File: src/rtl/flappy_pkg.sv
// flappy_pkg: shared game-state type and BCD constants for the score path
package flappy_pkg;
  typedef enum logic [1:0] {IDLE, PLAY, OVER} state_t;
  localparam logic [3:0] BCD_BLANK     = 4'hF;
  localparam logic [3:0] BCD_MAX_DIGIT = 4'd9;
endpackage

File: src/rtl/bcd_digit_inc.sv
// bcd_digit_inc: one BCD digit of a ripple incrementer, 9 plus carry wraps to 0
module bcd_digit_inc
  import flappy_pkg::*;
(
  input  logic [3:0] digit,
  input  logic       cin,
  output logic [3:0] next_digit,
  output logic       cout
);
  assign cout       = cin && (digit == BCD_MAX_DIGIT);
  assign next_digit = cout ? 4'd0 : digit + {3'd0, cin};
endmodule

File: src/rtl/score_bcd_counter.sv
// score_bcd_counter: BCD game score and volatile high score feeding the seg7 digits
module score_bcd_counter
  import flappy_pkg::*;
#(
  parameter int NUM_DIGITS    = 3,
  parameter bit BLANK_LEADING = 1'b1
) (
  input  logic                    clk,
  input  logic                    reset_n,
  input  logic                    start,
  input  logic                    pass,
  input  logic                    crash,
  input  logic                    show_high,
  output logic [4*NUM_DIGITS-1:0] score,
  output logic [4*NUM_DIGITS-1:0] high,
  output logic [4*NUM_DIGITS-1:0] disp,
  output logic                    playing
);
  state_t                  r_state;
  logic [4*NUM_DIGITS-1:0] r_score;
  logic [4*NUM_DIGITS-1:0] r_high;
  logic                    r_pass_q;
  logic                    r_playing;
  logic                    w_edge;
  logic                    w_inc;
  logic                    w_nz;
  logic [NUM_DIGITS:0]     w_carry;
  logic [4*NUM_DIGITS-1:0] w_next;
  logic [4*NUM_DIGITS-1:0] w_sel;
  // The chain is fed the raw pass edge so its final carry flags an all-nines score,
  // which then suppresses the update instead of letting the score wrap.
  assign w_edge     = pass && !r_pass_q;
  assign w_carry[0] = w_edge;
  assign w_inc      = w_edge && !w_carry[NUM_DIGITS];
  for (genvar i = 0; i < NUM_DIGITS; i++) begin : g_dig
    bcd_digit_inc u_inc (
      .digit     (r_score[4*i +: 4]),
      .cin       (w_carry[i]),
      .next_digit(w_next[4*i +: 4]),
      .cout      (w_carry[i+1])
    );
  end
  // Game FSM with pass edge register, score update and high-score capture on game over
  always_ff @(posedge clk or negedge reset_n) begin
    if (!reset_n) begin
      r_state   <= IDLE;
      r_score   <= '0;
      r_high    <= '0;
      r_pass_q  <= 1'b0;
      r_playing <= 1'b0;
    end else begin
      r_pass_q <= pass;
      case (r_state)
        IDLE, OVER: if (start) begin
          r_state   <= PLAY;
          r_score   <= '0;
          r_playing <= 1'b1;
        end
        PLAY: if (crash) begin
          r_state   <= OVER;
          r_playing <= 1'b0;
          if (r_score > r_high) r_high <= r_score;
        end else if (w_inc) r_score <= w_next;
        default: begin
          r_state   <= IDLE;
          r_playing <= 1'b0;
        end
      endcase
    end
  end
  assign w_sel = show_high ? r_high : r_score;
  // Blank each zero digit above digit 0 until the first nonzero one from the top
  always_comb begin
    w_nz = 1'b0;
    disp = w_sel;
    for (int i = NUM_DIGITS - 1; i > 0; i--) begin
      w_nz              = w_nz || (w_sel[4*i +: 4] != 4'd0);
      disp[4*i +: 4]    = (BLANK_LEADING && !w_nz) ? BCD_BLANK : w_sel[4*i +: 4];
    end
  end
  assign score   = r_score;
  assign high    = r_high;
  assign playing = r_playing;
endmodule

File: config.mk
export PLATFORM = sky130hd
export DESIGN_NAME = score_bcd_counter
export DESIGN_NICKNAME = d
export VERILOG_FILES = /design/src/rtl/flappy_pkg.sv /design/src/rtl/bcd_digit_inc.sv /design/src/rtl/score_bcd_counter.sv
export SDC_FILE = /design/constraint.sdc
export NUM_CORES = 1
export LEC_CHECK = 0
export BUFFER_PORTS_ARGS = -buffer_cell sky130_fd_sc_hd__buf_4
export CORE_MARGIN = 2
export CORE_UTILIZATION = 54
export CTS_CLUSTER_SIZE = 25
export DETAILED_ROUTE_END_ITERATION = 8
export GPL_TIMING_DRIVEN = 0
export PLACE_DENSITY = 0.86
export SLEW_MARGIN = 20
export SYNTH_ARGS = -nofsm -noshare
export SYNTH_HDL_FRONTEND = slang
export SYNTH_HIERARCHICAL = 1
export SYNTH_SLANG_ARGS = --single-unit
File: constraint.sdc
create_clock -name clk -period 3 [get_ports clk]
set_input_delay 0.3 -clock clk [delete_from_list [all_inputs] [get_ports clk]]
set_output_delay 0.3 -clock clk [all_outputs]
set_load 0.05 [all_outputs]
==> qor.txt <==
Final Hold Viols - 0
Area growth, synth to finish - 21.5%
Crit. path cell count - 11
Die Y - 63.6 um
Yosys cell types - 36
Clock transition at path regs - 140 ps
Mapped Cells - 183
Clk Latency, worst-skew pair - 350 ps
Synth warnings - 6
Pleak - 1.16 nW
IO Port Bufs - 41
Synth Register Bits - 28
Clock skew - 7.68 ps
Slew @ Worst Pin - 421 ps
Antenna Nets Post-Route - 0
Max stage delay on crit path - 390 ps
VDD IR max - 0.407 mV
Hold Path Depth - 1
Worst relative slew slack - 71.9%
Min Tclk post-route - 2560 ps
CTS Root Cell - clkbuf_4
DR WL/cell - 14.6 um
Syn Area/Cell - 10.5 um^2
Row Count - 21
Io pins - 43
EDFF count, synth - 0
Clock Sinks - 28
Final net count - 254
Total Routing Usage GR - 21.9%
Placed Area - 0.00228 mm^2
Drt pass-1 iters - 4
Netlist Area Pre-Place - 0.00192 mm^2
DRC errors left - 0
Most common flop cell mapped by yosys - dfrtp_1
Finished Core Util - 69.3%
CP Capture Type - flip-flop
CP bufs+invs - 1
Critical path required time - 3290 ps
Synth area leader - dfrtp_1
Largest cells by area after synthesis - dfrtp_1, ha_1, mux2_4, a22o_1, mux2i_1
Startpoint type of the worst setup path - flip-flop
Vias in the first global route - 1461
Critical path class - reg -> reg
H-tree Lvls - 1
Ant. Diodes - 0
Die W - 63.6 um
DP Worst Slack - 407 ps
Antenna violations before repair - 0
Finished Cell Area - 0.00233 mm^2
DR vias/cell - 5.67
CTS Buffer Depth - 2
PwrDens - 384 mW/mm^2
Fin crit share - 85.4%
Initial core utilization - 57.0%
CTS resizes - 0
HP Class - in -> reg
Setup TNS Final - 0 ps
Initial DRC count - 73
Syn Nets - 207
Drt total wl - 4010 um
CTS tree - done
Final setup margin - 439 ps
First-pass GRT wire length - 6920 um
RSZ-0062 raised after global routing - false
Vias - 1559
Worst path slowest cell - dfrtp_1
Top-area cell type share of the netlist area - 36.5%
Register area share after synthesis - 36.5%
Layout cells sized above 1 - 33.6%
Hold slack - 57.7 ps
Run status - completed
Pin count of the biggest net entering global routing - 29
Hpwl dp - 2950 um
CP arrival - 2850 ps
FILL cells - 257
Grt ovf - 0
CP cell instances - nor2b_1 -> nand4b_1 -> nor2_2 -> nand4b_1 -> nor2_2 -> nand4b_1 -> nor2_2 -> nor3b_4 -> a21oi_1 -> buf_4 -> a22o_1
Worst path top cell family by delay - simple AND/OR/NAND/NOR gates
Post-synth ARST share - 100%
Fmax - 0.390 GHz
GP Congestion - 0.877
Core region area - 0.00336 mm^2
Register-to-Register Path Depth - 11
Crit Path Max Fanout - 10
Final slew viol count - 0
TritonCTS Buffers - 3
Endpoints failing setup - 0
Die ar. - 0.00404 mm^2
Maxcap violations - 0
==> layer usage <==
metal | track usage (%) | share of wire [%] | vias to the layer above | wire length (um)
li1 | - | - | 769 | -
met1 | 27.3 | 46 | 749 | 1860
met2 | 37.4 | 48 | 37 | 1930
met3 | 4.46 | 4.0 | 4 | 160
met4 | 8.15 | 1.4 | 0 | 57
met5 | 0 | 0 | - | 0
==> repair_timing <==
item / 4_1_cts / 5_1_grt
hold buffers: 1 / 0
endpoints found under the hold margin: 28 / 0
buffers inserted: 0 / 0
==> metrics by stage <==
step | cells | power (mW)
global placement | 270 | 0.703
detailed placement | 270 | 0.711
floorplan | 183 | 0.626
finish | 275 | 0.894
global route | 275 | 0.942
CTS | 275 | 0.903
==> synth_stat cells (all sizes together) (3+ instances only) <==
| master | instances |
|---|---|
| nand2 | 11 |
| nand3 | 5 |
| nor3 | 3 |
| ha | 18 |
| nand3b | 4 |
| nor2 | 7 |
| a21oi | 13 |
| a22o | 12 |
| nand4b | 3 |
| inv | 17 |
| nor2b | 8 |
| and4 | 4 |
| nand4 | 3 |
| mux2i | 8 |
| buf | 4 |
| o21ai | 7 |
| mux2 | 15 |
| dfrtp | 28 |
==> power breakdown <==
| group | switching [mW] | internal (mW) |
|---|---|---|
| clock | 0.117 | 0.0747 |
| sequential | 0.0218 | 0.397 |
| combinational | 0.184 | 0.0998 |
==> cell families after synthesis <==
family                     synth area share (%)
muxes                                      14.9
adders and majority gates                  11.7
and+or+nand+nor                            18.3
DFF                                        36.5
buffers and inverters                      5.02
AOI/OAI and AO/OA                          13.4
==> area by class of cell <==
class | count | area (um^2) | share of cell area (%)
Multi-Input combinational cell | 133 | 1120 | 48.1
Clock buffer | 4 | 36.3 | 1.56
Sequential cell | 28 | 701 | 30.1
Tap cell | 46 | 57.6 | 2.47
Buffer | 5 | 32.5 | 1.40
Timing Repair Buffer | 42 | 318 | 13.6
Inverter | 17 | 63.8 | 2.74
==> worst paths after layout <==
path,start,endpoint,slack (ps)
max in group asynchronous,reset_n,score[11],2340
min in group asynchronous,reset_n,high[4],380
max,r_pass_q,score[9],440
max reg2reg,r_pass_q,score[9],440
min,pass,r_pass_q,60
min reg2reg,playing,playing,530
==> state kept, by name, indices dropped and copies added, names as in the netlist <==
name and flops:
score 12, high 12, r_pass_q 1, r_state 2, playing 1
==> layout by cell type (no fill, tap or decap), types with 2 or more instances in the layout <==
cell type,count
buf_4,42
dfrtp_1,28
ha_1,18
inv_1,16
a21oi_1,13
a22o_1,12
nand2_1,11
mux2_4,10
mux2i_1,8
nor2b_1,8
o21ai_0,7
mux2_2,5
nand3_1,5
nor2_1,4
nand3b_1,4
nand4_1,3
clkbuf_4,3
nand4b_1,3
nor2_2,3
and4_2,3
nor3_2,3
or4_1,2
buf_2,2
No activity file was read; power rests on OpenSTA's default activity.
